--- src/rtl/fetch_unit.sv ---
// IF stage: owns the fetch PC, runs the instruction-memory request handshake and
// loads the IF/ID register, absorbing wait states, stalls, redirects and pauses.
module fetch_unit #(
    parameter logic [31:0] RESET_PC = 32'h0000_0000
) (
    input  logic        clk,
    input  logic        rst_n,
    output logic        imem_req,
    output logic [31:0] imem_addr,
    input  logic        imem_ready,
    input  logic [31:0] imem_rdata,
    input  logic        stall_d,
    input  logic        redirect,
    input  logic [31:0] redirect_pc,
    input  logic        pause_d,
    input  logic        resume,
    output logic [31:0] instr_d,
    output logic [31:0] pc_d,
    output logic [31:0] pcplus4_d,
    output logic        valid_d,
    output logic        paused
);
    typedef enum logic {RUN, PAUSED} state_t;

    localparam logic [31:0] RESET_PC_ALIGNED = RESET_PC & ~32'h3;

    state_t      state_reg;
    logic [31:0] fetch_pc_reg;
    logic [31:0] hold_addr_reg;
    logic        outstanding_reg;
    logic        drop_reg;
    logic        skid_v_reg;
    logic [31:0] skid_instr_reg;
    logic [31:0] skid_pc_reg;
    logic [31:0] instr_reg;
    logic [31:0] pc_reg;
    logic [31:0] pcplus4_reg;
    logic        valid_reg;

    logic        xfer;
    logic        keep;
    logic        miss;
    logic        pause_fire;
    logic [31:0] addr_plus4;

    // A request that was not accepted keeps its original address even if the
    // fetch PC has since been retargeted by a redirect or pause.
    assign imem_req   = ((state_reg == RUN) && !skid_v_reg) || outstanding_reg;
    assign imem_addr  = outstanding_reg ? hold_addr_reg : fetch_pc_reg;
    assign addr_plus4 = imem_addr + 32'd4;

    assign xfer       = imem_req && imem_ready;
    assign keep       = xfer && !drop_reg;
    assign miss       = imem_req && !imem_ready;
    assign pause_fire = (state_reg == RUN) && pause_d && valid_reg && !stall_d && !redirect;

    assign instr_d   = instr_reg;
    assign pc_d      = pc_reg;
    assign pcplus4_d = pcplus4_reg;
    assign valid_d   = valid_reg;
    assign paused    = (state_reg == PAUSED);

    always_ff @(posedge clk or negedge rst_n) begin
        if (!rst_n) begin
            state_reg       <= RUN;
            fetch_pc_reg    <= RESET_PC_ALIGNED;
            hold_addr_reg   <= RESET_PC_ALIGNED;
            outstanding_reg <= 1'b0;
            drop_reg        <= 1'b0;
            skid_v_reg      <= 1'b0;
            skid_instr_reg  <= 32'h0;
            skid_pc_reg     <= 32'h0;
            instr_reg       <= 32'h0;
            pc_reg          <= 32'h0;
            pcplus4_reg     <= 32'h0;
            valid_reg       <= 1'b0;
        end else begin
            outstanding_reg <= miss;
            hold_addr_reg   <= imem_addr;

            // An abandoned in-flight request must have its word discarded on arrival.
            if ((redirect || pause_fire) && miss) begin
                drop_reg <= 1'b1;
            end else if (xfer) begin
                drop_reg <= 1'b0;
            end

            if (redirect) begin
                fetch_pc_reg <= redirect_pc & ~32'h3;
            end else if (pause_fire) begin
                fetch_pc_reg <= pcplus4_reg;
            end else if (keep) begin
                fetch_pc_reg <= addr_plus4;
            end

            if ((state_reg == PAUSED) && resume) begin
                state_reg <= RUN;
            end else if (pause_fire) begin
                state_reg <= PAUSED;
            end

            if (redirect || pause_fire) begin
                instr_reg   <= 32'h0;
                pc_reg      <= 32'h0;
                pcplus4_reg <= 32'h0;
                valid_reg   <= 1'b0;
                skid_v_reg  <= 1'b0;
            end else if (stall_d) begin
                if (keep) begin
                    skid_v_reg     <= 1'b1;
                    skid_instr_reg <= imem_rdata;
                    skid_pc_reg    <= imem_addr;
                end
            end else if (skid_v_reg) begin
                instr_reg   <= skid_instr_reg;
                pc_reg      <= skid_pc_reg;
                pcplus4_reg <= skid_pc_reg + 32'd4;
                valid_reg   <= 1'b1;
                skid_v_reg  <= 1'b0;
            end else if (keep) begin
                instr_reg   <= imem_rdata;
                pc_reg      <= imem_addr;
                pcplus4_reg <= addr_plus4;
                valid_reg   <= 1'b1;
            end else begin
                instr_reg   <= 32'h0;
                pc_reg      <= 32'h0;
                pcplus4_reg <= 32'h0;
                valid_reg   <= 1'b0;
            end
        end
    end
endmodule

--- config.mk ---
export PLATFORM = sky130hd
export DESIGN_NAME = fetch_unit
export DESIGN_NICKNAME = d
export VERILOG_FILES = /design/src/rtl/fetch_unit.sv
export SDC_FILE = /design/constraint.sdc
export NUM_CORES = 1
export LEC_CHECK = 0
export CAP_MARGIN = 20
export CORE_MARGIN = 4
export CORE_UTILIZATION = 50
export DETAILED_ROUTE_END_ITERATION = 8
export GPL_ROUTABILITY_DRIVEN = 0
export GPL_TIMING_DRIVEN = 1
export PLACE_DENSITY = 0.74
export SLEW_MARGIN = 15
export SYNTH_ARGS = -nofsm -noshare
export SYNTH_HDL_FRONTEND = slang
export SYNTH_SLANG_ARGS = --single-unit
--- constraint.sdc ---
create_clock -name clk -period 4.2 [get_ports clk]
set_input_delay 0.84 -clock clk [delete_from_list [all_inputs] [get_ports clk]]
set_output_delay 0.84 -clock clk [all_outputs]
set_load 0.05 [all_outputs]
==> metrics.csv <==
metric,value,unit
Yosys top cell by area,dfrtp_1,
via count,9396,
GR Util All Layers,0.2654,
Slew HR,0.3598,
vias per inst,5.909,
"critical path fanouts, max",39,
Final #Nets,1374,
slew at the pin closest to its max-slew limit,0.9603,ns
Yosys reg bits,227,
PostCTS Resize Cnt,0,
"Cell Area, Synth",10930,um2
area delta synth->final,27.91,%
register area share after synthesis,0.5199,
clk buf depth,3,
Synth Area per Inst,9.738,um2
setup violators final,0,
clock latency on the worst-skew pair,0.51,ns
root buf cell,clkbuf_16,
Ant. Diodes,0,
initial antenna violation count,1,
post-cts hold buffer count,0,
power consumption,0.006715,W
"Primary FF master, synth",dfrtp_1,
Post-Synth Adder-Cell Area,0.002290,
P_int,0.004426,W
type of the worst setup path,flip-flop to output pin,
# Post-CTS Setup Buffers,0,
GRT Residual Overflow,0,
fin util,0.6565,
vias in the first global route,9374,
CP max-delay cell,dfrtp_2,
Final min period,3.998,ns
post-synthesis mux area share,0.06848,
worst-path cell chain,"buf_4, mux2i_1, inv_1, clkdlybuf4s50_1",
# IOs,202,
switching share of total power,0.3409,
Setup crit start,outstanding_reg,
max-cap viol count,0,
final WL,32.64,mm
"Req. time, crit path",3.36,ns
Tcrit/Tclk final,0.9519,
asr flop ratio synth,1.000,
"delay-heaviest family, CP",buffers and inverters,
RSZ-0062 raised after global routing,false,
Worst Setup EP,imem_addr[10],
initial core utilization,0.5133,
fraction of layout cells with a size suffix above 1,0.09506,
Max Clock Freq,250.1,MHz
Final Max Slew Viols,0,
final clock skew,0.007909,ns
run status,finished clean,
worst r2r src,outstanding_reg,
Placed Instances,1549,
Post-Synth XOR/XNOR Area,0.04249,
Post-Place Setup Slack,0.7659,ns
H-tree lvl count,1,
Antenna Violating Nets Remaining,0,
TritonCTS Buffers,25,
Pre-antenna DRT Iters,5,
CP Launch Type,flip-flop,
"Hold Vio Cnt, Final",0,
global-route wire length before repair,51.66,mm
largest family of logic cells by synthesized area,compound AO/OA/AOI/OAI gates,
combinational power share,0.261,
Hold Path Class,input pin to asynchronous set/reset pin,
clock share of power,0.313,
Die Wd,155.8,um
Mapped Cells,1122,
Net Sw Power,0.002289,W
pin count of the biggest net entering global routing,81,
die height,155.8,um
Synth Area in Compound Gates,0.1799,
"Warnings, synthesis",0,
synth unique cells,59,
leak pwr,5.951,nW
pwr/cell area,480.5,nW/um2
Peak VDD IR,331.4,uV
routed len/inst,20.53,um
Mapped Nets,1195,
hpwl dp,21.40,mm
sequential power share,0.426,
Final Non-Filler Cells,1590,
setup ws final,0.2021,ns
Simple-Gate Fraction of Synth Area,0.1453,
Post-synth EDFFs,0,
Rows,53,
CP endpoint kind,output pin,
DRT iter0 DRCs,782,
CP Depth,4,
worst path arrival time,3.16,ns
PortBufs,199,
flop2flop setup slack,0.81,ns
Setup TNS,0,ns
Synth top area share,0.5199,
max incr delay on CP,1.00,ns
Worst-path clk slew,0.06,ns
Residual DRC,0,
reg2reg path depth,9,
TritonCTS clock tree,yes,
die area,24280,um2
Core Area,21290,um2
Buf/Inv on CP,3,
FF-to-FF End,pcplus4_d[28],
largest cells by area after synthesis,"dfrtp_1, o21ai_0, nand2_1",
clock sink count,227,
## layer usage
layer / share of wire / global-route usage / wire [um]
met3: 0.097 / 0.06963 / 3172
met1: 0.42 / 0.3663 / 13640
met4: 0.024 / 0.07045 / 774
met2: 0.46 / 0.4200 / 15050
met5: 0.00040 / 0 / 13
## kinds of logic after synthesis
group,Yosys count
and+or+nand+nor,339
xor gates and xnor gates,53
DFF,227
buffers and inverters,110
adders and majority gates,2
AOI/OAI and AO/OA,321
muxes,70
## how the worst min path moves through the flow
stage	start	endpoint	slack, ns
detailed placement	instr_d[8]	instr_d[8]	0.47
global placement	instr_d[31]	instr_d[31]	0.46
floorplan	skid_pc_reg[0]	skid_pc_reg[0]	0.45
CTS	rst_n	pc_d[15]	0.32
global route	rst_n	pc_d[15]	0.34
finish	rst_n	pc_d[15]	0.30
## through the flow
step           instance area, um2  hold slack (ns)
2_1_floorplan               10930           0.4501
4_1_cts                     13970           0.3180
5_1_grt                     13970           0.3421
3_5_place_dp                13200           0.4707
3_3_place_gp                13200           0.4607
6_report                    13970           0.3023
## layout make-up
cell class,instances,area (um2)
Timing Repair Buffer,227,2227
Sequential cell,227,5685
Tap cell,275,344.1
Clock inverter,6,58.81
Clock buffer,35,713.2
Fill cell,1708,7312
Inverter,35,131.4
Multi-Input combinational cell,785,4815
## layout by cell type (no fill, tap or decap), drive strengths merged, types with 12 or more instances in the layout
cell and n:
inv 35, mux2 38, clkbuf 35, buf 30, nand2 170, a21oi 80, o22ai 12, mux2i 32
nor3 15, xnor2 43, a22oi 44, nand4 18, o21ai 137, dfrtp 227, nand3 24, nor2 69
clkdlybuf4s50 197
## cells in the mapped netlist, types with 3 or more instances
cell	n
dfrtp_1	227
nand2_1	170
o21ai_0	136
a21oi_1	80
nor2_1	69
clkbuf_1	61
a22oi_1	44
xnor2_1	43
mux2_2	38
inv_1	35
mux2i_1	32
nand3_1	24
nand4_1	15
nor3_1	15
o22ai_1	12
xor2_1	10
a221o_1	7
and3_1	7
or3_1	7
nand4b_1	6
nor2b_1	6
buf_2	5
o221ai_1	5
a211oi_1	4
o22a_1	4
a21o_1	3
and2_1	3
and4_1	3
buf_4	3
buf_6	3
nor4_2	3
o211ai_1	3
## power groups by stage
stage / Sequential [W] / Clock [W] / Combinational, W
finish: 0.00286 / 0.00210 / 0.00175
global route: 0.00291 / 0.00222 / 0.00189
CTS: 0.00285 / 0.00213 / 0.00176
detailed placement: 0.00289 / 0 / 0.00175
global placement: 0.00287 / 0 / 0.00171
floorplan: 0.00295 / 0 / 0.00103
No activity file was read; power rests on OpenSTA's default activity.
